--- src/rtl/mul_div_sequencer.sv ---
// Iterative radix-2 multiply/divide sequencer for the MIPS Execute stage.
// Runs shift-add multiply or restoring divide over DATASIZE cycles, then writes HI/LO.
module mul_div_sequencer #(
    parameter int DATASIZE = 32
) (
    input  logic                clk,
    input  logic                rst,
    input  logic                Start_E,
    input  logic [1:0]          Op_E,
    input  logic [DATASIZE-1:0] SrcA_E,
    input  logic [DATASIZE-1:0] SrcB_E,
    input  logic                HiLoUse_D,
    output logic [DATASIZE-1:0] Hi,
    output logic [DATASIZE-1:0] Lo,
    output logic                Busy,
    output logic                Done,
    output logic                Mdu_Stall
);
    localparam int CW = $clog2(DATASIZE);

    typedef enum logic [1:0] {IDLE, CALC, SIGN} state_t;

    state_t                  state;
    logic [CW-1:0]           cnt;
    logic                    is_div;
    logic                    neg_q;
    logic                    neg_r;
    logic                    div_zero;
    logic [DATASIZE-1:0]     b_mag;
    logic [DATASIZE-1:0]     quo;
    logic [DATASIZE-1:0]     rem;
    logic [2*DATASIZE-1:0]   acc;

    logic                    sign_a;
    logic                    sign_b;
    logic [DATASIZE-1:0]     a_mag_in;
    logic [DATASIZE-1:0]     b_mag_in;
    logic [DATASIZE:0]       mul_sum;
    logic [DATASIZE:0]       div_shift;
    logic [DATASIZE-1:0]     div_diff;
    logic                    div_ge;

    function automatic logic [DATASIZE-1:0] cond_neg(input logic [DATASIZE-1:0] v, input logic neg);
        return neg ? -v : v;
    endfunction

    function automatic logic [2*DATASIZE-1:0] cond_neg2(input logic [2*DATASIZE-1:0] v, input logic neg);
        return neg ? -v : v;
    endfunction

    // Op_E[0]=0 selects the signed variants
    assign sign_a   = ~Op_E[0] & SrcA_E[DATASIZE-1];
    assign sign_b   = ~Op_E[0] & SrcB_E[DATASIZE-1];
    assign a_mag_in = cond_neg(SrcA_E, sign_a);
    assign b_mag_in = cond_neg(SrcB_E, sign_b);

    assign mul_sum   = {1'b0, acc[2*DATASIZE-1:DATASIZE]} + {1'b0, (acc[0] ? b_mag : '0)};

    // Trial remainder is DATASIZE+1 bits; a successful subtract always fits back in DATASIZE
    assign div_shift = {rem, quo[DATASIZE-1]};
    assign div_ge    = div_shift >= {1'b0, b_mag};
    assign div_diff  = div_shift[DATASIZE-1:0] - b_mag;

    assign Mdu_Stall = HiLoUse_D & (Busy | Start_E);

    always_ff @(posedge clk) begin
        if (rst) begin
            state <= IDLE;
            cnt   <= '0;
            Busy  <= 1'b0;
            Done  <= 1'b0;
            Hi    <= '0;
            Lo    <= '0;
        end else begin
            case (state)
                IDLE: begin
                    Done <= 1'b0;
                    if (Start_E) begin
                        state    <= CALC;
                        Busy     <= 1'b1;
                        cnt      <= CW'(DATASIZE - 1);
                        is_div   <= Op_E[1];
                        neg_q    <= sign_a ^ sign_b;
                        neg_r    <= sign_a;
                        div_zero <= Op_E[1] & (SrcB_E == '0);
                        b_mag    <= b_mag_in;
                        quo      <= a_mag_in;
                        rem      <= '0;
                        acc      <= {{DATASIZE{1'b0}}, a_mag_in};
                    end
                end
                CALC: begin
                    if (is_div) begin
                        rem <= div_ge ? div_diff : div_shift[DATASIZE-1:0];
                        quo <= {quo[DATASIZE-2:0], div_ge};
                    end else begin
                        acc <= {mul_sum, acc[DATASIZE-1:1]};
                    end
                    cnt <= cnt - CW'(1);
                    if (cnt == '0) begin
                        state <= SIGN;
                        Done  <= 1'b1;
                    end
                end
                SIGN: begin
                    if (is_div) begin
                        Lo <= div_zero ? '1 : cond_neg(quo, neg_q);
                        Hi <= cond_neg(rem, neg_r);
                    end else begin
                        {Hi, Lo} <= cond_neg2(acc, neg_q);
                    end
                    Done  <= 1'b0;
                    Busy  <= 1'b0;
                    state <= IDLE;
                end
                default: state <= IDLE;
            endcase
        end
    end
endmodule

--- config.mk ---
export PLATFORM = sky130hd
export DESIGN_NAME = mul_div_sequencer
export DESIGN_NICKNAME = d
export VERILOG_FILES = /design/src/rtl/mul_div_sequencer.sv
export SDC_FILE = /design/constraint.sdc
export NUM_CORES = 1
export LEC_CHECK = 0
export ABC_CLOCK_PERIOD_IN_PS = 7800
export CORE_MARGIN = 10
export CORE_UTILIZATION = 50
export CTS_CLUSTER_DIAMETER = 150
export DETAILED_ROUTE_END_ITERATION = 8
export GPL_ROUTABILITY_DRIVEN = 0
export PLACE_DENSITY = 0.69
export SYNTH_ARGS = -nofsm -noshare
export SYNTH_HDL_FRONTEND = slang
export SYNTH_SLANG_ARGS = --single-unit
--- constraint.sdc ---
create_clock -name clk -period 7.8 [get_ports clk]
set_clock_uncertainty 0.2 [all_clocks]
set_input_delay 1.56 -clock clk [delete_from_list [all_inputs] [get_ports clk]]
set_output_delay 1.56 -clock clk [all_outputs]
set_load 0.02 [all_outputs]
# == After elaboration in Yosys (flattened, before gate mapping) ==
# Index checks and enable logic that the tools add are counted.
# totals
word_cells,79
reg_bits,237
in_bits,70
# classes
bitwise_logic,8
add_sub_neg,8
magnitude_cmp,1
eq_ne,6
reduce_logical,14
n_mux,28
# ops
cell,n
two-way mux 32 bit,13
two-way mux 64 bit,3
negation 32 bit,4
one-hot mux 32 bit (2 select lines),2
one-hot mux 64 bit (2 select lines),1
negation 64 bit,1
adder 32 x 32 -> 33 bit,1
greater-or-equal comparator 33 x 32 -> 1 bit,1
logical NOT 32 bit,1
subtractor 32 bit,1
one-hot mux 5 bit (2 select lines),1
"!= test 2 bit, second input constant",4
AND reduction 2 bit,4
AND reduction 4 bit,2
nonzero test 2 bit,3
logical NOT 5 bit,1
two-way mux 5 bit,1
"subtractor 5 x 1 -> 5 bit, second input constant",1
bitwise AND 1 bit,4
two-way mux 2 bit,2
one-hot mux 1 bit (2 select lines),2
one-hot mux 2 bit (2 select lines),1
AND reduction 3 bit,1
"equality test 2 x 1 -> 1 bit, second input constant",1
7 further kinds,9

# == Depth between registers and ports, before layout ==
# Gate-level depths: netlist (run 1).
# logic_depth
depth_word,5
depth_mapped,13
depth_no_buf,11

# == Worst setup path before layout (run 1) ==
# No wires, ideal clock.
# synth_timing
path_type,input port to flip-flop
from,in rst
to,reg acc[0] (enable)
arrival_time_ns,6.362
path_stages,3
slack_ns,0.674
required_time_ns,7.035
setup_ns,0.565
path_cell_list,clkbuf_1 -> clkbuf_1 -> nor3_1
# synth_via
elab_chain_cells,2
# synth_lines
item,line_no,source
from (decl),7,"input logic rst,"
inverter 1 bit (no line),-,
AND reduction 4 bit (no line),-,
to (signal assigned),89,"acc <= {{DATASIZE{1'b0}}, a_mag_in};"
to (signal assigned),97,"acc <= {mul_sum, acc[DATASIZE-1:1]};"
to (decl),32,logic [2*DATASIZE-1:0] acc;
# Every way passes these cells.
# A chain may end at the register's enable or synchronous reset.

# == Worst setup path after layout (run 1) ==
# layout_timing
from,reg acc[0]
to,"reg acc[61], data pin"
# layout_via
elab_chain_cells,4
# layout_lines
item,line_no,source
two-way mux 32 bit,57,"assign mul_sum = {1'b0, acc[2*DATASIZE-1:DATASIZE]} + {1'b0, (acc[0] ? b_mag : '0)};"
adder 32 x 32 -> 33 bit,57,
two-way mux 64 bit,93,if (is_div) begin
one-hot mux 64 bit (2 select lines),75,case (state)
# Every way passes these cells. The select of a mux whose other input is x is not followed.

==> results.json, run 1 <==
{
  "outcome": "completed",
  "multi_input_area_sq_um": 9901,
  "rsz0062_at_grt": "false",
  "dieWidth_um": 203.5,
  "antenna_found_initial": 2,
  "final_area_sq_um": 19630,
  "p_seq_share_pct": 40.6,
  "vias_per_cell": 6.182,
  "wire_per_inst_um": 21.24,
  "fill_cells": 3016,
  "hold_path.class": "reg -> reg",
  "worst_ir_drop_vdd_uv": 160.1,
  "ant_nets": 0,
  "crit_slowest_cell": "a2111oi_0",
  "use_met1_pct": 33.01,
  "critPathMaxStageDelay_ns": 1.12,
  "total_power_mw": 3.803,
  "worstSkewPairLatency_ns": 0.56,
  "synth_cell_types": 80,
  "first_pass_iters": 7,
  "busiest_layer": "met2",
  "met2_usage_pct": 38.36,
  "vias": 15226,
  "cts_sinks": 237,
  "die_area_sq_um": 41420,
  "slew_violations": 0,
  "dp_hpwl_mm": 39.15,
  "synthTopCellsByCount": "214 x nand2_1, 164 x edfxtp_1, 143 x nor2_1",
  "fp.coreArea_sq_um": 33360,
  "cp-end-kind": "flop",
  "switching_share_pct": 29.71,
  "grt_max_degree": 96,
  "hold_violations": 0,
  "drc_errors": 0,
  "num_antenna_cells": 0,
  "cp.arrival_ns": 5.07,
  "combPwrFrac_pct": 21.2,
  "die_h_um": 203.5,
  "cts_made_buffers": 29,
  "worstPathMaxFanout": 32,
  "yosysMostFrequentCell": "nand2_1",
  "switching_power_mw": 1.130,
  "ys_seq_elements": 237,
  "final.setup.worst_slack_ns": 2.795,
  "grt_pass1_vias": 14406,
  "final_nets": 2136,
  "synth-xor-area-share_pct": 10.77,
  "clkPwrFrac_pct": 38.2,
  "synth_edf_count": 164,
  "syn_nets": 2040,
  "numPortBuffers": 136,
  "cts_buffer_depth": 3,
  "yosys_warnings": 0,
  "ios": 137,
  "power_density_nw_per_um2": 193.7,
  "grt_pass1_wl_mm": 81.05,
  "worst_slew_pin_slew_ns": 1.293,
  "wirelength_mm": 52.31,
  "yosys.area.top_type": "edfxtp_1",
  "tns_ns": 0,
  "drive_above_1_share_pct": 5.757,
  "synth_simple_gate_area_share_pct": 18.74,
  "grt_overflow": 0,
  "start_util_pct": 50.48,
  "setup_viol": 0,
  "gr-usage-met3_pct": 4.601,
  "placed_area_sq_um": 18600,
  "ff_latch_area_sq_um": 6386,
  "first_iter_violations": 1490,
  "muxShareOfSynthArea_pct": 0.5349,
  "synth_top_area_share_pct": 29.24,
  "period_minus_slack_ns": 5.005,
  "synth-compound-area-share_pct": 23.01,
  "pre_cts_ws_ns": 2.526,
  "clockRootBuffer": "clkbuf_16",
  "htreeDepth": 1,
  "leakagePower_nw": 7.230,
  "crit_path_start_kind": "flop",
  "synthesis.area_sq_um": 16840,
  "synth_ff_type": "edfxtp_1",
  "crit_chain": "inv_1, buf_4, nor2_1, ha_1, a21o_1, a2111oi_0, nor4_1, or3_1, a22oi_1, o211ai_1, a21oi_1, nor3_1",
  "cts_setup_buffers": 0,
  "ctsResizeCount": 0,
  "path_class": "reg -> reg",
  "cts_hold_buf": 0,
  "period_share_pct": 64.17,
  "fmax_mhz": 199.8,
  "async_reset_ff_share_pct": 0,
  "intPower_mw": 2.673,
  "synth_top_family_by_area": "compound AO/OA/AOI/OAI gates",
  "rows": 67,
  "cp.required_ns": 7.87,
  "tritoncts": "built",
  "netlist_top_cells_area": "edfxtp_1 29%, dfxtp_1 8.7%, xnor2_1 6.3%",
  "max-slew-margin-rel_pct": 11.57,
  "ys_seq_area_share_pct": 37.92,
  "synthCells": 1897,
  "max_cap_violations": 0,
  "grt_usage_pct": 24.24,
  "syn_avg_cell_area_sq_um": 8.878,
  "synthAdderAreaFrac_pct": 5.513,
  "area_growth_pct": 16.58,
  "clk_pin_slew_ns": 0.06
}
-- cell families after synthesis --
family,after synthesis
AO/OA/AOI/OAI,576
multiplexers,9
AND/OR/NAND/NOR,639
XOR/XNOR,207
flip-flops,237
adder cells (fa/ha/maj),73
buffers and inverters,156
-- path summary, 6_finish.rpt --
kind / end / depth (start not counted) / start / slack (ns)
worst min register to register: Lo[30] / 2 / Lo[30] / 0.24
worst max register to register: acc[61] / 12 / acc[0] / 2.79
worst min-delay path: Lo[30] / 2 / Lo[30] / 0.24
worst max-delay path: acc[61] / 12 / acc[0] / 2.79
-- power groups by stage --
stage	clock (mW)	combinational, mW	sequential (mW)
2_1_floorplan	0	0.563	1.55
3_3_place_gp	0	0.774	1.56
3_5_place_dp	0	0.791	1.57
4_1_cts	1.47	0.796	1.54
5_1_grt	1.51	0.885	1.55
6_report	1.45	0.805	1.54
-- sequential cells by signal, indices dropped and copies added (netlist names) --
signal	flops
b_mag	32
neg_r	1
quo	32
state	2
cnt	5
is_div	1
div_zero	1
Lo	32
acc	64
neg_q	1
Done	1
Hi	32
Busy	1
rem	32
-- critical path, delay by kind of cell (launching register included) --
kind                     cells  cell delay [ns]
buffers and inverters        2             0.49
AO/OA/AOI/OAI                5             2.23
adder cells (fa/ha/maj)      1             0.33
AND/OR/NAND/NOR              4             0.91
flip-flops                   1             0.53
-- layout by cell type (no fill, tap or decap), types with 72 or more instances in the layout --
| master | n |
|---|---|
| nand2_1 | 214 |
| edfxtp_1 | 164 |
| nor2_1 | 142 |
| clkdlybuf4s50_1 | 135 |
| a21oi_1 | 134 |
| xnor2_1 | 122 |
| o21ai_0 | 112 |
| xor2_1 | 85 |
| dfxtp_1 | 73 |
| o21a_1 | 72 |
-- area by class of cell --
cell class,instances,area share (%)
Inverter,65,1.243
Clock buffer,36,4.257
Timing Repair Buffer,156,7.673
Sequential cell,237,32.53
Multi-Input combinational cell,1504,50.43
Clock inverter,17,1.020
Tap cell,448,2.855
-- metrics by stage --
stage               instances  hold slack (ns)  util (%)
finish                   2463           0.2403     58.85
global route             2463           0.2573     58.85
CTS                      2463           0.2437     58.85
detailed placement       2410           0.2361     55.74
global placement         2410           0.2270     55.74
floorplan                1897           0.2610         -
-- routing by layer --
metal  share of wire, %  up-vias
met5              0.032        -
met4                3.1        2
met3                7.9      116
met2                 45      611
met1                 44     7290
li1                   -     7207
Power figures use the tool's default switching activity.
==> run 2, diff against run 1 <==
--- a/config.mk
+++ b/config.mk
@@ -5,13 +5,13 @@
 export SDC_FILE = /design/constraint.sdc
 export NUM_CORES = 1
 export LEC_CHECK = 0
-export ABC_CLOCK_PERIOD_IN_PS = 7800
+export ABC_CLOCK_PERIOD_IN_PS = 4500
 export CORE_MARGIN = 10
 export CORE_UTILIZATION = 50
 export CTS_CLUSTER_DIAMETER = 150
 export DETAILED_ROUTE_END_ITERATION = 8
 export GPL_ROUTABILITY_DRIVEN = 0
-export PLACE_DENSITY = 0.69
+export PLACE_DENSITY = 0.72
 export SYNTH_ARGS = -nofsm -noshare
 export SYNTH_HDL_FRONTEND = slang
 export SYNTH_SLANG_ARGS = --single-unit
==> constraint.sdc (replaced) <==
create_clock -name clk -period 4.5 [get_ports clk]
set_clock_uncertainty 0.2 [all_clocks]
set_input_delay 0.9 -clock clk [delete_from_list [all_inputs] [get_ports clk]]
set_output_delay 0.9 -clock clk [all_outputs]
set_load 0.02 [all_outputs]
==> run 2 against run 1 <==
  * Clock-buffer cell count is 8 lower
  * Worst setup slack got worse by 2.4 ns
  * Critical path depth unchanged
  * Maximum frequency grew 21%
  * Non-clock buffer count is 10 higher
  * Critical path type unchanged
  * Critical endpoint unchanged
  * Largest cell class unchanged
==> results.json, run 2 (synthesized netlist as in run 1, its figures left out) <==
{
  "rows": 67,
  "grt_overflow": 0,
  "wirelength_mm": 52.18,
  "startpoint": "acc[0]",
  "die_area_sq_um": 41420,
  "fp.coreArea_sq_um": 33360,
  "total_power_mw": 6.597,
  "max-slew-margin-rel_pct": 30.76,
  "grt_usage_pct": 24.45,
  "tritoncts": "built",
  "slew_violations": 0,
  "placed_area_sq_um": 18690,
  "worst_slew_pin_slew_ns": 1.039,
  "tns_ns": 0,
  "ctsResizeCount": 0,
  "final_common_cell": "nand2_1",
  "pre_cts_ws_ns": 0.2460,
  "die_h_um": 203.5,
  "fmax_mhz": 241.6,
  "start_util_pct": 50.48,
  "r2r_cells": 12,
  "timing.rr.start": "acc[0]",
  "final_nets": 2145,
  "vias": 15385,
  "ios": 137,
  "cts_made_buffers": 28,
  "largest-register": "acc",
  "max_cap_violations": 0,
  "grt_pass1_vias": 14690,
  "hold_path.class": "reg -> reg",
  "power_density_nw_per_um2": 334.6,
  "cp-end-kind": "flop",
  "path_class": "reg -> reg",
  "dieWidth_um": 203.5,
  "wire_per_inst_um": 21.11,
  "reg2reg_to": "acc[61]",
  "critPathCapture": "acc[61]",
  "final.setup.worst_slack_ns": 0.3615,
  "grt_max_degree": 75,
  "rsz0062_at_grt": "false",
  "ff2ff_setup_slack_ns": 0.36,
  "num_antenna_cells": 0,
  "grt_pass1_wl_mm": 82.27,
  "worst_ir_drop_vdd_uv": 292.4,
  "numPortBuffers": 136,
  "cts_sinks": 237,
  "htreeDepth": 1,
  "cts_setup_buffers": 0,
  "clockRootBuffer": "clkbuf_16",
  "crit_path_start_kind": "flop",
  "first_pass_iters": 6,
  "min_path_cells": 2,
  "gr-usage-met3_pct": 3.998,
  "met2_usage_pct": 38.99,
  "leakagePower_nw": 7.252,
  "ant_nets": 0,
  "drc_errors": 0,
  "antenna_found_initial": 0,
  "worstPathMaxFanout": 5,
  "drive_above_1_share_pct": 6.126,
  "cp.arrival_ns": 4.20,
  "clk_pin_slew_ns": 0.06,
  "largest_register_ffs": 64,
  "first_iter_violations": 1702,
  "cp.required_ns": 4.57,
  "busiest_layer": "met2",
  "vias_per_cell": 6.224,
  "hold_violations": 0,
  "period_share_pct": 91.97,
  "use_met1_pct": 33.46,
  "cts_buffer_depth": 3,
  "period_minus_slack_ns": 4.138,
  "dp_hpwl_mm": 39.34,
  "setup_viol": 0,
  "final_area_sq_um": 19710,
  "worstSkewPairLatency_ns": 0.56,
  "area_growth_pct": 17.06,
  "cts_hold_buf": 0,
  "layout_common_cells": "214 x nand2_1, 164 x edfxtp_1, 142 x nor2_1",
  "outcome": "completed"
}
==> run 2: cell count changes in the layout (fill, tap and decap cells not counted), moves of 3 or more <==
cell,change
buf_4,+8
bufinv_16,+3
clkbuf_16,-4
clkinv_1,+3
clkinvlp_4,+5
==> run 2: worst min path at each step <==
stage | start | slack (ns) | end
floorplan | cnt[0] | 0.26 | cnt[0]
global placement | Lo[29] | 0.23 | Lo[29]
detailed placement | Hi[2] | 0.23 | Hi[2]
CTS | Hi[2] | 0.25 | Hi[2]
global route | Hi[7] | 0.26 | Hi[7]
finish | Lo[29] | 0.24 | Lo[29]
==> run 2: stage by stage <==
stage / std cells / utilization [%] / hold WS [ns]
CTS: 2472 / 59.09 / 0.2468
global route: 2472 / 59.09 / 0.2647
detailed placement: 2420 / 56.03 / 0.2344
global placement: 2420 / 56.03 / 0.2305
floorplan: 1897 / - / 0.2610
finish: 2472 / 59.09 / 0.2419
==> run 2: layout make-up <==
cell class | count | area, sq um
well taps | 448 | 560.5
clock buffers | 28 | 700.7
inverters | 65 | 244.0
clock inverters | 24 | 320.3
fillers | 2950 | 13650
flip-flops and latches | 237 | 6386
multi-input cells | 1504 | 9896
repair buffers | 166 | 1607
==> run 2: where the power goes <==
part | total (mW) | internal [mW] | switching, mW
combinational | 1.41 | 0.580 | 0.825
clock | 2.52 | 1.54 | 0.974
sequential | 2.68 | 2.51 | 0.160
total | 6.60 | 4.64 | 1.96
==> run 2: critical path: stages (launching register included) <==
cell and delay (ns):
edfxtp_1 0.52, and2_1 0.20, ha_1 0.21, fa_1 0.42, a21o_1 0.20, a2111oi_0 0.43
buf_4 0.21, nor4_1 0.08, or3_1 0.38, a22oi_1 0.51, o211ai_1 0.23, a21oi_1 0.18
nor3_1 0.06
==> run 2: layer usage <==
| layer | wire length, um | share of wire (%) | vias to the layer above |
|---|---|---|---|
| li1 | - | - | 7238 |
| met1 | 22830 | 44 | 7415 |
| met2 | 23830 | 46 | 630 |
| met3 | 4137 | 7.9 | 102 |
| met4 | 1390 | 2.7 | 0 |
| met5 | 0 | 0 | - |
==> run 3, diff against run 2 <==
--- a/config.mk
+++ b/config.mk
@@ -6,6 +6,7 @@
 export NUM_CORES = 1
 export LEC_CHECK = 0
 export ABC_CLOCK_PERIOD_IN_PS = 4500
+export CORE_ASPECT_RATIO = 0.6
 export CORE_MARGIN = 10
 export CORE_UTILIZATION = 50
 export CTS_CLUSTER_DIAMETER = 150
==> run 3 against run 2 <==
  * Wire length up 0.94%
  * First-iteration DRC count up 7.8%
  * Power down 7.1%
  * Critical path depth unchanged
  * Clock-buffer cell count up 12
  * Highest routed layer is now met5
  * Sequential power about the same
==> results.json, run 3 (synthesized netlist as in run 1, its figures left out) <==
{
  "outcome": "completed",
  "ctsResizeCount": 0,
  "wl_met3_mm": 5.849,
  "vias_per_cell": 6.254,
  "hold_violations": 0,
  "crit_chain": "and2_1, ha_1, fa_1, a21o_1, a2111oi_0, buf_4, nor4_1, or3_1, a22oi_1, o211ai_1, a21oi_1, nor3_1",
  "grt_usage_pct": 24.24,
  "worstPathMaxFanout": 5,
  "grt_pass1_wl_mm": 81.88,
  "first_pass_iters": 6,
  "r2r_cells": 12,
  "ant_nets": 0,
  "critPathMaxStageDelay_ns": 0.56,
  "period_minus_slack_ns": 4.199,
  "period_share_pct": 93.30,
  "highest_layer": "met5",
  "cp.required_ns": 4.55,
  "path_class": "reg -> reg",
  "fmax_mhz": 238.2,
  "largest-register": "acc",
  "rsz0062_at_grt": "false",
  "grt_max_degree": 96,
  "drive_above_1_share_pct": 5.646,
  "dp_hpwl_mm": 39.94,
  "cts_buffer_depth": 3,
  "num_antenna_cells": 0,
  "antenna_found_initial": 2,
  "cts_sinks": 237,
  "cts_setup_buffers": 0,
  "wire_per_inst_um": 21.33,
  "pre_cts_ws_ns": 0.1315,
  "grt_overflow": 0,
  "cp-end-kind": "flop",
  "die_area_sq_um": 41660,
  "ios": 137,
  "wirelength_met1_mm": 23.87,
  "fill_cells": 2911,
  "final_cells": 2469,
  "final.setup.worst_slack_ns": 0.3014,
  "rows": 51,
  "grt_pass1_vias": 14393,
  "worst_ir_drop_vdd_uv": 259.7,
  "cts_made_buffers": 25,
  "worstSkewPairLatency_ns": 0.54,
  "tritoncts": "built",
  "wirelength_mm": 52.68,
  "max_cap_violations": 0,
  "crit_path_start_kind": "flop",
  "dp_cells": 2424,
  "power_density_nw_per_um2": 314.3,
  "cts_hold_buf": 0,
  "clockRootBuffer": "clkbuf_16",
  "numPortBuffers": 136,
  "htreeDepth": 1,
  "vias": 15440,
  "setup_viol": 0,
  "dieWidth_um": 256.9,
  "clk_pin_slew_ns": 0.07,
  "start_util_pct": 51.35,
  "hold_path.class": "reg -> reg",
  "wl_met2_mm": 21.70,
  "max-slew-margin-rel_pct": 21.49,
  "final_nets": 2144,
  "area_growth_pct": 15.73,
  "crit_slowest_cell": "a22oi_1",
  "final_common_cell": "nand2_1",
  "cp.arrival_ns": 4.25,
  "largest_register_ffs": 64,
  "fin_util_pct": 59.42,
  "first_iter_violations": 1834,
  "drc_errors": 0,
  "min_path_cells": 2,
  "slew_violations": 0,
  "worst_slew_pin_slew_ns": 1.178,
  "die_h_um": 162.2,
  "layout_common_cells": "214 x nand2_1, 164 x edfxtp_1, 142 x nor2_1",
  "fp.coreArea_sq_um": 32800,
  "leakagePower_nw": 7.168
}
run 3: final cells by class:
type	instances	area, sq um	share of cell area, %
clock buffer	40	753.2	3.865
clock inverter	5	26.28	0.1348
inverter	65	244.0	1.252
multi-input combinational	1504	9896	50.77
sequential	237	6386	32.77
tap	450	563.0	2.889
timing repair buffer	168	1622	8.320
run 3: worst max-delay path: cells and delay by family, from the launching register on:
| family | cells | cell delay (ns) |
|---|---|---|
| AND/OR/NAND/NOR | 4 | 0.71 |
| AO/OA/AOI/OAI | 5 | 1.72 |
| flip-flops | 1 | 0.44 |
| buffers and inverters | 1 | 0.23 |
| adder cells (fa/ha/maj) | 2 | 0.60 |
run 3: final timing paths:
path | startpoint | end | slack (ns)
worst max-delay path | b_mag[0] | acc[61] | 0.30
worst min-delay path | Lo[30] | Lo[30] | 0.25
worst max register to register | b_mag[0] | acc[61] | 0.30
worst min register to register | Lo[30] | Lo[30] | 0.25
run 3: stage by stage:
stage	cell area, sq um	hold slack [ns]	power [mW]	setup TNS [ns]
finish	19490	0.2481	6.126	0
global route	19490	0.2747	6.372	0
CTS	19490	0.2519	6.119	0
detailed placement	18710	0.2348	4.091	0
global placement	18710	0.2316	4.047	0
floorplan	16840	0.2610	3.658	-257.09
run 3: power by group:
group | total [mW] | switching [mW] | leakage, nW | internal, mW
sequential | 2.67 | 0.158 | 2.13 | 2.51
combinational | 1.41 | 0.830 | 4.65 | 0.582
clock | 2.04 | 0.899 | 0.387 | 1.14
run 3: metal layers:
| layer | vias to the layer above | track usage, % |
|---|---|---|
| met5 | - | 0 |
| met4 | 2 | 5.733 |
| met3 | 85 | 6.391 |
| met2 | 782 | 35.30 |
| met1 | 7343 | 34.97 |
| li1 | 7228 | - |
